**src/rtl/iltype_instr_gen.sv**
```systemverilog
// iltype_instr_gen: seeded constrained-random RV32I I-type instruction source.
// Emits SEED-driven LFSR-decoded ALU-immediate instructions, then flushes the
// consumer pipeline with NOPs and raises done.
// Optional feature macro: ILTYPE_GEN_LOAD_EN. When it is defined, LB/LBU loads
// are mixed into the stream. When it is undefined, only ALU I-type words are
// issued.
module iltype_instr_gen #(
  parameter logic [31:0] SEED       = 32'h0000_0262,
  parameter int unsigned NUM_INSTR  = 64,
  parameter int unsigned DRAIN_NOPS = 5
) (
  input  logic        clk,
  input  logic        reset,
  input  logic        start,
  input  logic        instr_ready,
  output logic        instr_valid,
  output logic [31:0] instr,
  output logic [15:0] issued_count,
  output logic        done
);

  localparam logic [31:0] NOP       = 32'h0000_0013;
  localparam logic [31:0] LFSR_MASK = 32'h8020_0003;
  localparam logic [6:0]  OP_IMM    = 7'b0010011;
  localparam logic [6:0]  OP_LOAD   = 7'b0000011;
  // An all-zero Galois LFSR would lock up, so a zero seed is replaced by 1.
  localparam logic [31:0] SEED_EFF  = (SEED == 32'd0) ? 32'd1 : SEED;
  localparam logic [15:0] NUM_CNT   = 16'(NUM_INSTR);
  localparam logic [15:0] LAST_IDX  = 16'(NUM_INSTR - 1);
  localparam logic [3:0]  DRAIN_END = 4'(DRAIN_NOPS - 1);

  typedef enum logic [1:0] {S_IDLE, S_RUN, S_DRAIN, S_DONE} state_t;

  state_t      state_q;
  logic [31:0] lfsr_q, lfsr_d, lfsr_step;
  logic [31:0] instr_q, word_d;
  logic [15:0] cnt_q;
  logic [3:0]  drain_q;
  logic        done_q, valid_q;
  logic [11:0] imm_d;
  logic        il_choice;
  logic        accept;

  assign accept       = valid_q && instr_ready;
  assign instr_valid  = valid_q;
  assign instr        = instr_q;
  assign issued_count = cnt_q;
  assign done         = done_q;

  assign lfsr_step = lfsr_q[0] ? ((lfsr_q >> 1) ^ LFSR_MASK) : (lfsr_q >> 1);

  // LFSR advances only when a random instruction is consumed. NOP accepts
  // in IDLE, DRAIN and DONE leave it untouched, so a restart continues the
  // sequence where the previous run stopped.
  always_comb begin
    lfsr_d = lfsr_q;
    if (state_q == S_RUN && accept) lfsr_d = lfsr_step;
  end

  // Decode the word that will be presented next, taken from the LFSR value
  // that will hold after this edge.
  always_comb begin
    // NOTE: every variable gets a default before any branch, so no path
    // leaves it unassigned and no latch is inferred.
    word_d = NOP;
    imm_d  = lfsr_d[31:20];
`ifdef ILTYPE_GEN_LOAD_EN
    il_choice = lfsr_d[0];
`else
    il_choice = 1'b1;
`endif
    if (il_choice) begin
      // Shift-immediate forms keep only the shamt bits and the arithmetic flag.
      if (lfsr_d[14:12] == 3'd1)      imm_d = imm_d & 12'h01F;
      else if (lfsr_d[14:12] == 3'd5) imm_d = imm_d & 12'h41F;
      word_d = {imm_d, lfsr_d[19:15], lfsr_d[14:12], lfsr_d[11:7], OP_IMM};
    end else begin
      word_d = {lfsr_d[31:20], lfsr_d[19:15], lfsr_d[6], 2'b00, lfsr_d[11:7], OP_LOAD};
    end
  end

  // Run-control FSM with registered outputs and synchronous active-low reset.
  always_ff @(posedge clk) begin
    // NOTE: state is updated with non-blocking assignments, so every
    // register in this block samples the values from before the edge.
    if (!reset) begin
      state_q <= S_IDLE;
      lfsr_q  <= SEED_EFF;
      cnt_q   <= '0;
      drain_q <= '0;
      done_q  <= 1'b0;
      valid_q <= 1'b1;
      instr_q <= NOP;
    end else begin
      lfsr_q <= lfsr_d;
      case (state_q)
        S_IDLE, S_DONE: begin
          if (start) begin
            state_q <= S_RUN;
            cnt_q   <= '0;
            drain_q <= '0;
            done_q  <= 1'b0;
            instr_q <= word_d;
          end
        end
        S_RUN: begin
          if (accept) begin
            if (cnt_q != NUM_CNT) cnt_q <= cnt_q + 16'd1;
            if (cnt_q == LAST_IDX) begin
              state_q <= S_DRAIN;
              instr_q <= NOP;
            end else begin
              instr_q <= word_d;
            end
          end
        end
        S_DRAIN: begin
          if (accept) begin
            drain_q <= drain_q + 4'd1;
            if (drain_q == DRAIN_END) begin
              state_q <= S_DONE;
              done_q  <= 1'b1;
            end
          end
        end
        default: state_q <= S_IDLE;
      endcase
    end
  end

endmodule

```
**config.mk**
```make
export PLATFORM = sky130hd
export DESIGN_NAME = iltype_instr_gen
export DESIGN_NICKNAME = d
export VERILOG_FILES = /design/src/rtl/iltype_instr_gen.sv
export SDC_FILE = /design/constraint.sdc
export NUM_CORES = 1
export LEC_CHECK = 0
export ABC_AREA = 1
export BUFFER_PORTS_ARGS = -buffer_cell sky130_fd_sc_hd__buf_2
export CAP_MARGIN = 30
export CORE_UTILIZATION = 30
export DETAILED_ROUTE_END_ITERATION = 8
export GPL_ROUTABILITY_DRIVEN = 0
export PLACE_DENSITY = 0.53
export SLEW_MARGIN = 30
export SYNTH_ARGS = -nofsm -noshare
export SYNTH_HDL_FRONTEND = slang
export SYNTH_SLANG_ARGS = --single-unit
```
**constraint.sdc**
```tcl
create_clock -name clk -period 5 [get_ports clk]
set_input_delay 0.25 -clock clk [delete_from_list [all_inputs] [get_ports clk]]
set_output_delay 0.25 -clock clk [all_outputs]
set_load 0.005 [all_outputs]
```
==> run summary <==
Slew HR = 0.537
Worst Path Arrival = 2.94 ns
Core area = 12200 um2
Final Max Slew Viols = 0
Most area-consuming cells after synthesis = dfxtp_1 (42%), nand2_1 (9.7%), nor2_1 (6.8%), o21ai_0 (6.2%), a21oi_1 (5.1%)
Clock power share = 0.292
Cell area after synthesis = 3800 um2
CP Class = reg2reg
FMAX = 0.365 GHz
Setup-failing EPs final = 0
Row cnt = 40
Post-synthesis register bit count = 80
Clk_lat worst skew = 0.34 ns
Antenna violations before repair = 0
Syn. warnings = 0
Synth top area share = 0.422
Fin util = 0.363
Crit-path cells = inv_1, ha_1, nand2_2, inv_1, or2_2, o21ai_0, nand3_1, nand3_1, a21oi_1
CTS buffer count = 9
Wire length of the first global-routing pass = 13800 um
Cells after Synth = 520
Share of layout cells above drive strength 1 = 0.204
IO buf count = 45
Part of the power in combinational logic = 0.358
Drt drc = 0
CP Max Fanout = 36
Sum Neg Setup Slack = 0 ns
Sequential area share after synthesis = 0.422
Nets@finish = 564
Final WS setup = 2.26 ns
Unrepaired setup endpoints after global routing = false
Met2 GRT Util = 0.210
Worst Path Required = 5.20 ns
Max incr delay on CP = 0.55 ns
CTS tree = yes
Grt met1 use = 0.179
Most Crowded Layer GR = met2
Vias per cell = 4.44
Area after DPL = 4070 um2
Worst slew pin tran = 0.690 ns
Status = completed
Sw Share = 0.362
Startpoint class of the critical path = flop
CP Buf/Inv Count = 2
Hold buffers post-CTS = 0
Dominant cell type by area after synthesis = dfxtp_1
Max-cap check violation count = 0
Crit-path leading delay family = simple AND/OR/NAND/NOR gates
Initial DRC Count = 126
Crit end category = flop
Layout Skew = 0.00926 ns
Final Cell Area = 4410 um2
GRT overflow = 0
Multi-input logic area = 1820 um2
TritonRoute pass-1 iters = 4
Final Cycle Share = 0.548
Via count = 3222
Leakage power = 2.02 nW
H-tree level count = 3
Drt total wl = 8250 um
Minimum clock period = 2.74 ns
Number of global-route vias before repair = 2896
Detailed placer's ending HPWL = 5700 um
Largest net degree at the start of global routing = 53
Met3 Usage GRT = 0.0296
PwrDens = 537 nW/um2
Cell variety after synth = 36
Post-CTS Resized = 0
Psw = 858 uW
Die width = 115 um
Sequential share of power = 0.350
Final Hold Violating Endpoints = 0
Antenna viol nets, final = 0
I/O pin count = 54
Clock root buffer = clkbuf_16
Die Area = 13100 um2
Pwr Total = 2.37 mW
Setup WS pre-CTS = 2.23 ns
Seq. cell area = 1600 um2
Syn avg cell area = 7.30 um2
Global Route Usage Sum = 0.136
Area delta synth->final = 16.2%
ANT cells = 0
Maximum vdd drop = 0.271 mV
CP max stage cell = nand2_2
WL/cell = 11.4 um
Worst Hold Class = in2reg
Internal power = 1.51 mW
Starting Density = 0.312
Filler instances = 1318
Clk sinks = 80
Clock Path Buffers = 2
Vert. Die Dim = 115 um
Reg clk slew, reported paths = 0.06 ns
Setup Buffers After CTS = 0
## worst paths after layout
kind                                  from   endpoint  slack, ns  depth (start not counted)
worst max-delay path            state_q[1]  instr[30]       2.26                          9
worst min-delay path                 reset  lfsr_q[9]       0.39                          2
worst max register to register  state_q[1]  instr[30]       2.26                          9
worst min register to register   lfsr_q[6]  lfsr_q[5]       0.46                          2
## metrics by stage
stage / cells / hold WS [ns]
2_1_floorplan: 526 / 0.388
3_3_place_gp: 710 / 0.445
3_5_place_dp: 710 / 0.447
4_1_cts: 725 / 0.390
5_1_grt: 726 / 0.427
6_report: 726 / 0.389
## power groups by stage
stage	registers [mW]	clock network, mW	logic (mW)
after floorplan	0.838	0	0.680
after global placement	0.842	0	0.808
after detailed placement	0.842	0	0.812
after CTS	0.830	0.711	0.818
after global routing	0.845	0.738	0.985
final	0.829	0.692	0.850
## worst reg2reg max path, stage by stage (launching register included)
cell	delay, ns
dfxtp_1	0.35
inv_1	0.05
ha_1	0.36
nand2_2	0.55
inv_1	0.48
or2_2	0.39
o21ai_0	0.14
nand3_1	0.12
nand3_1	0.10
a21oi_1	0.07
## cell usage after synthesis, drive strengths merged
cell type	number
conb	2
nand3	13
xnor2	3
buf	20
dfxtp	80
or2	17
ha	6
clkinv	2
nand4	8
mux2i	5
inv	55
a21oi	49
clkbuf	9
o21ai	54
o211ai	1
and3	1
nor3	8
o21bai	1
nand2	111
nor2	75
## kinds of logic (layout without fill, tap and decap cells)
group                    count (synthesis)  count (layout)  share of synthesized area
AO/OA/AOI/OAI                          105             105                      0.150
XOR/XNOR                                 3               3                    0.00692
adder cells (fa/ha/maj)                  6               6                     0.0198
buffers and inverters                   86             118                      0.105
flip-flops                              80              80                      0.422
multiplexers                             5               5                     0.0132
other                                    2               8                    0.00198
AND/OR/NAND/NOR                        233             233                      0.282
## metal layers
metal	vias to the layer above	wire length, um
met3	10	332
met5	-	0
met2	67	3650
met4	0	154
met1	1442	4110
li1	1703	-
## layout by cell type (no fill, tap or decap), drive strengths merged
cell    count
clkinv      5
ha          6
o211ai      1
mux2i       5
clkbuf     10
xnor2       3
a21oi      49
o21bai      1
conb        8
inv        55
bufinv      2
or2        17
nor2       75
buf        46
nor3        8
nand2     111
nand3      13
o21ai      54
dfxtp      80
nand4       8
and3        1
## registers in the layout, summed over array words and instances (netlist names)
name          count
drain_q           4
done              1
issued_count     16
state_q           2
instr            25
lfsr_q           32
## final cells by class
| class | count | area share |
|---|---|---|
| Clock buffer | 10 | 0.0519 |
| Clock inverter | 5 | 0.0187 |
| Inverter | 57 | 0.0491 |
| Multi-Input combinational cell | 360 | 0.413 |
| Sequential cell | 80 | 0.363 |
| Tap cell | 168 | 0.0476 |
| Timing Repair Buffer | 46 | 0.0573 |
Power figures use the tool's default switching activity.
